File: src/rtl/hazard_ctrl.sv
// ---------------------------------------------------------------------------
// hazard_ctrl
//
// ID-stage hazard controller. It decodes the instruction held in IF/ID and
// keeps a small per-register scoreboard of outstanding load destinations.
// When a source register is still waiting on a load, it inserts a bubble.
// After a control-flow op issues, a shadow FSM bubbles for BR_SHADOW flow
// cycles. It then resolves the op and squashes the wrong-path instruction
// in ID if the op was unconditional or the branch was taken.
//
// Parameters:
//   LOAD_LAT   bubbles between a load and a dependent consumer (1..3)
//   BR_SHADOW  bubble cycles after a control-flow op issues (0..7)
//   NREG       architectural registers tracked (8)
//
// Ports:
//   clk         pipeline clock, rising edge
//   rst_n       asynchronous active-low reset
//   flow        ID/EX advance enable; all state is frozen when low
//   id_valid    IF/ID holds a real instruction
//   id_ir       IF/ID instruction register
//   br_taken    branch enable from the resolving stage (used in RESOLVE)
//   gen_bubble  insert NOP into ID/EX and hold IF/ID
//   squash_id   replace IF/ID contents with NOP
//   stall_cnt   count of flow cycles with gen_bubble=1
//   squash_cnt  count of flow cycles with squash_id=1
//
// Build option:
//   HAZARD_PERF_EN  when defined, builds the two 32-bit performance
//                   counters. Otherwise stall_cnt and squash_cnt read 0.
// ---------------------------------------------------------------------------
module hazard_ctrl #(
  parameter int LOAD_LAT  = 1,
  parameter int BR_SHADOW = 4,
  parameter int NREG      = 8
) (
  input  logic        clk,
  input  logic        rst_n,
  input  logic        flow,
  input  logic        id_valid,
  input  logic [15:0] id_ir,
  input  logic        br_taken,
  output logic        gen_bubble,
  output logic        squash_id,
  output logic [31:0] stall_cnt,
  output logic [31:0] squash_cnt
);

  localparam int CW = $clog2(LOAD_LAT + 1);

  typedef enum logic [1:0] {
    IDLE,
    SHADOW,
    RESOLVE
  } state_t;

  state_t      state_q;
  logic [2:0]  shadow_cnt_q;
  logic        uncond_q;

  logic [CW-1:0] sb_q [NREG];
  logic [CW-1:0] sb_d [NREG];

  // Instruction decode
  logic [3:0] opc;
  logic [2:0] sr1, sr2, sd, dr;
  logic op_add, op_and, op_xor, op_shf;
  logic op_ldb, op_ldw, op_ldi;
  logic op_stb, op_stw, op_sti;
  logic op_br, op_jmp, op_jsr, op_jsrr, op_trap;
  logic use_sr1, use_sr2, use_sd;
  logic is_load, is_cf;
  logic hazard;
  logic issue;

  assign opc = id_ir[15:12];
  assign sr1 = id_ir[8:6];
  assign sr2 = id_ir[2:0];
  assign sd  = id_ir[11:9];
  assign dr  = id_ir[11:9];

  assign op_br   = (opc == 4'b0000) && (id_ir != 16'h0000);
  assign op_add  = (opc == 4'b0001);
  assign op_ldb  = (opc == 4'b0010);
  assign op_stb  = (opc == 4'b0011);
  assign op_jsr  = (opc == 4'b0100);
  assign op_and  = (opc == 4'b0101);
  assign op_ldw  = (opc == 4'b0110);
  assign op_stw  = (opc == 4'b0111);
  assign op_xor  = (opc == 4'b1001);
  assign op_ldi  = (opc == 4'b1010);
  assign op_sti  = (opc == 4'b1011);
  assign op_jmp  = (opc == 4'b1100);
  assign op_shf  = (opc == 4'b1101);
  assign op_trap = (opc == 4'b1111);

  // JSRR is the register-based form of JSR. It is the only form that
  // reads SR1.
  assign op_jsrr = op_jsr & ~id_ir[11];

  assign use_sr1 = op_add | op_and | op_xor | op_shf | op_ldb | op_ldw |
                   op_ldi | op_stb | op_stw | op_sti | op_jmp | op_jsrr;
  assign use_sr2 = (op_add | op_and | op_xor) & ~id_ir[5];
  assign use_sd  = op_stb | op_stw | op_sti;

  assign is_load = op_ldb | op_ldw | op_ldi;
  assign is_cf   = op_br | op_jmp | op_jsr | op_trap;

  assign hazard = (use_sr1 && (sb_q[sr1] != '0)) ||
                  (use_sr2 && (sb_q[sr2] != '0)) ||
                  (use_sd  && (sb_q[sd]  != '0));

  // Outputs depend only on the current state and the instruction in ID.
  // There is no extra cycle of latency.
  always_comb begin
    gen_bubble = 1'b0;
    squash_id  = 1'b0;
    case (state_q)
      IDLE:    gen_bubble = hazard & id_valid;
      SHADOW:  gen_bubble = 1'b1;
      RESOLVE: squash_id  = id_valid & (uncond_q | br_taken);
      default: begin
        gen_bubble = 1'b0;
        squash_id  = 1'b0;
      end
    endcase
  end

  assign issue = flow & id_valid & ~gen_bubble & ~squash_id;

  // Scoreboard next state. Every pending count ages by one per flow cycle.
  // A newly issued load overwrites its destination entry, so a back-to-back
  // reload of the same register restarts its full latency.
  always_comb begin
    sb_d = sb_q;
    if (flow) begin
      for (int i = 0; i < NREG; i++) begin
        if (sb_q[i] != '0) begin
          sb_d[i] = sb_q[i] - CW'(1);
        end
      end
      if (issue && is_load) begin
        sb_d[dr] = CW'(LOAD_LAT);
      end
    end
  end

  always_ff @(posedge clk or negedge rst_n) begin
    if (!rst_n) begin
      for (int i = 0; i < NREG; i++) begin
        sb_q[i] <= '0;
      end
    end else begin
      sb_q <= sb_d;
    end
  end

  // Control-flow shadow FSM. The shadow counter is loaded with BR_SHADOW.
  // The FSM leaves SHADOW on the flow cycle in which the counter reaches 1,
  // which yields exactly BR_SHADOW bubble cycles.
  always_ff @(posedge clk or negedge rst_n) begin
    if (!rst_n) begin
      state_q      <= IDLE;
      shadow_cnt_q <= 3'd0;
      uncond_q     <= 1'b0;
    end else if (flow) begin
      case (state_q)
        IDLE: begin
          if (issue && is_cf) begin
            uncond_q <= ~op_br;
            if (BR_SHADOW == 0) begin
              state_q <= RESOLVE;
            end else begin
              state_q      <= SHADOW;
              shadow_cnt_q <= 3'(BR_SHADOW);
            end
          end
        end
        SHADOW: begin
          if (shadow_cnt_q == 3'd1) begin
            state_q <= RESOLVE;
          end
          shadow_cnt_q <= shadow_cnt_q - 3'd1;
        end
        RESOLVE: state_q <= IDLE;
        default: state_q <= IDLE;
      endcase
    end
  end

`ifdef HAZARD_PERF_EN
  logic [31:0] stall_cnt_q;
  logic [31:0] squash_cnt_q;

  // Performance counters. Both wrap naturally at 2^32.
  always_ff @(posedge clk or negedge rst_n) begin
    if (!rst_n) begin
      stall_cnt_q  <= 32'd0;
      squash_cnt_q <= 32'd0;
    end else if (flow) begin
      if (gen_bubble) begin
        stall_cnt_q <= stall_cnt_q + 32'd1;
      end
      if (squash_id) begin
        squash_cnt_q <= squash_cnt_q + 32'd1;
      end
    end
  end

  assign stall_cnt  = stall_cnt_q;
  assign squash_cnt = squash_cnt_q;
`else
  assign stall_cnt  = 32'h0;
  assign squash_cnt = 32'h0;
`endif

endmodule

File: config.mk
export PLATFORM = sky130hd
export DESIGN_NAME = hazard_ctrl
export DESIGN_NICKNAME = d
export VERILOG_FILES = /design/src/rtl/hazard_ctrl.sv
export SDC_FILE = /design/constraint.sdc
export NUM_CORES = 1
export LEC_CHECK = 0
export ABC_AREA = 1
export CORE_MARGIN = 2
export CORE_UTILIZATION = 36
export CTS_CLUSTER_DIAMETER = 120
export DETAILED_ROUTE_END_ITERATION = 8
export PLACE_DENSITY_LB_ADDON = 0.15
export SLEW_MARGIN = 25
export SYNTH_ARGS = -nofsm -noshare
export SYNTH_HDL_FRONTEND = slang
export SYNTH_SLANG_ARGS = --single-unit
File: constraint.sdc
create_clock -name clk -period 1.4 [get_ports clk]
set_clock_uncertainty 0.15 [all_clocks]
set_input_delay 0.14 -clock clk [delete_from_list [all_inputs] [get_ports clk]]
set_output_delay 0.14 -clock clk [all_outputs]
set_load 0.02 [all_outputs]
==> results.sh <==
export IMPL_synthMuxAreaShare=0
export IMPL_htreeDepth=1
export IMPL_outcome="finished with violations"
export IMPL_dieArea_sq_um=5200
export IMPL_num_vias=1448
export IMPL_grt_overflow=0
export IMPL_ios=87
export IMPL_worstSetupEndpointType="output port"
export IMPL_grt_met3_usage=0.0222
export IMPL_cts_buffer_depth=2
export IMPL_reg2reg_setup_slack_ns=-0.29
export IMPL_stdcell_area_sq_um=2140
export IMPL_cp_required_ns=1.11
export IMPL_swShare=0.391
export IMPL_p_sw_w=0.000628
export IMPL_p_comb_frac=0.423
export IMPL_synthXorXnorAreaFrac=0.00524
export IMPL_arrival_ns=1.45
export IMPL_yosysWarnings=0
export IMPL_synthSimpleGateAreaFrac=0.312
export IMPL_p_leak_nw=1.15
export IMPL_timing_fmax_ghz=0.575
export IMPL_coreArea_sq_um=4410
export IMPL_dp_hpwl_mm=2.86
export IMPL_clk_pin_slew_worst_paths_ns=0.07
export IMPL_violations="negative setup slack"
export IMPL_die_h_um=72.1
export IMPL_synth_compound_area_frac=0.0861
export IMPL_numCtsBuffers=3
export IMPL_cts_tree="yes"
export IMPL_grt_max_degree=15
export IMPL_p_clk_frac=0.257
export IMPL_ys_ff_latch=14
export IMPL_ant_nets=0
export IMPL_postRouteWirelength_mm=3.60
export IMPL_place_area_sq_um=1990
export IMPL_worstSetupStartpointType="flop"
export IMPL_grtUsageMet2=0.232
export IMPL_grt_total_usage=0.140
export IMPL_pwr_density_cell_nw_per_um2=749
export IMPL_criticalPathCategory="flop to output port"
export IMPL_synth_fa_ha_area_frac=0.0150
export IMPL_drt_iter0_markers=44
export IMPL_path_max_fanout=3
export IMPL_syn_to_final_growth_pct=28.3
export IMPL_setup_slack_ns=-0.339
export IMPL_dp_cells=351
export IMPL_ys_types=32
export IMPL_grt_pass1_wl_mm=5.72
export IMPL_drive_gt1_frac=0.306
export IMPL_layout_min_cycle_time_ns=1.74
export IMPL_antenna_cells=0
export IMPL_num_rows=24
export IMPL_dr_pass1_iters=4
export IMPL_slew_viol_final=0
export IMPL_finalCritPeriodShare=1.24
export IMPL_busiest_layer="met2"
export IMPL_final_common_cell="conb_1"
export IMPL_fp_dieW_um=72.1
export IMPL_route_detailed_drc=0
export IMPL_netlist_area_sq_um=1670
export IMPL_synth_cells=242
export IMPL_numClockSinks=14
export IMPL_rsz0062_at_grt="true"
export IMPL_cap_violations=0
export IMPL_antenna_found_initial=0
export IMPL_final_fill_count=464
export IMPL_hold_path_class="input port to asynchronous set/reset pin"
export IMPL_synth_top_cell_area_share=0.292
export IMPL_cellInternalPower_w=0.000977
export IMPL_clk_latency_ns=0.25
export IMPL_hold_viol_final=0
export IMPL_start_util=0.378
export IMPL_synth_top_family_by_area="buffers and inverters"
export IMPL_stdcell_count=359
export IMPL_finalNetCount=331
export IMPL_setup_viol_count_final=14
export IMPL_gp_congestion=0.914
export IMPL_use_met1=0.188
export IMPL_cts_root_buffer="clkbuf_8"
export IMPL_grt_pass1_vias=1262
export IMPL_synthTopCellsByArea="buf_4, dfrtp_1, nand2_1"
export IMPL_port_buffers=22
export IMPL_synth_top_cell_by_area="buf_4"
export IMPL_final_cell_mix="conb_1, nand2_1, buf_4"
export IMPL_synth_seq_area_share=0.210
export IMPL_wire_per_inst_um=10.0
export IMPL_via_per_inst=4.03
export IMPL_seqPwrFrac=0.320
export IMPL_ir_drop_uv=464
export IMPL_postSynthAreaPerCell_sq_um=6.90
[worst paths after layout]
path	from	end	cells past startpoint
setup / recovery	sb_q[4]	gen_bubble	9
hold / removal	rst_n	sb_q[4]	2
setup reg to reg	sb_q[4]	sb_q[2]	10
hold reg to reg	shadow_cnt_q[1]	shadow_cnt_q[1]	2
max in group asynchronous	rst_n	sb_q[2]	2
min in group clk	id_ir[10]	sb_q[6]	4
[what timing repair did]
item                       4_1_cts  5_1_grt
buffers inserted                 2        2
pin swaps                       15        9
hold buffers                     0        0
gates resized for setup         32       12
setup endpoints to repair       15       16
[metrics by stage]
| stage | util | hold WS [ns] | power (W) | worst slack, ns | setup TNS [ns] |
|---|---|---|---|---|---|
| final | 0.486 | 0.0497 | 0.00161 | -0.339 | -3.65 |
| after global routing | 0.486 | 0.0688 | 0.00172 | -0.433 | -5.17 |
| after CTS | 0.474 | 0.0572 | 0.00161 | -0.369 | -3.99 |
| after detailed placement | 0.451 | 0.321 | 0.00118 | -0.886 | -9.94 |
| after global placement | 0.451 | 0.307 | 0.00117 | -0.884 | -10.09 |
| after floorplan | - | -0.306 | 0.00108 | -0.0796 | -0.406 |
[kinds of logic (layout without fill, tap and decap cells)]
kind of cell               after synthesis  after routing
AOI/OAI and AO/OA                       16             16
xor gates and xnor gates                 1              1
buffers and inverters                   97             99
adders and majority gates                2              2
other                                    1             64
DFF                                     14             14
and+or+nand+nor                        111            111
[power groups by stage]
stage / registers [W] / logic, W / clock network [W]
3_3_place_gp: 0.000522 / 0.000649 / 0
2_1_floorplan: 0.000511 / 0.000574 / 0
4_1_cts: 0.000514 / 0.000672 / 0.000426
6_report: 0.000514 / 0.000679 / 0.000413
5_1_grt: 0.000523 / 0.000757 / 0.000440
3_5_place_dp: 0.000524 / 0.000652 / 0
[metal layers]
metal,share of wire,up-vias,wire length (um)
li1,-,753,-
met1,0.46,643,1640
met2,0.48,50,1720
met3,0.062,2,224
met4,0.0039,0,14
met5,0,-,0
[flip-flops by register name, summed over array words and instances, names as in the netlist]
signal        cells
sb_q              8
uncond_q          1
shadow_cnt_q      3
state_q           2
[worst max-delay path, stage by stage, from the launching register on]
cell and delay, ns:
dfrtp_1 0.42, nand2_1 0.07, o211ai_1 0.11, nand2_1 0.08
inv_1 0.04, nand2_1 0.09, nand3_4 0.10, a21oi_4 0.14
inv_2 0.04, buf_6 0.12
[Yosys cell counts, drive strengths merged]
master,n
a21oi,3
buf,66
clkinv,2
conb,1
dfrtp,14
ha,2
inv,29
nand2,63
nand3,20
nand3b,1
nand4,2
nor2,21
nor3,3
nor4,1
o211ai,1
o21ai,6
o22ai,6
xnor2,1
[area by class of cell]
type	instances	area, sq um	share of cell area
timing repair buffer	64	541	0.252
tap	52	65.1	0.0304
inverter	31	118	0.0549
sequential	14	352	0.164
clock buffer	4	55.1	0.0257
multi-input combinational	194	1010	0.473
Power figures use the tool's default switching activity.
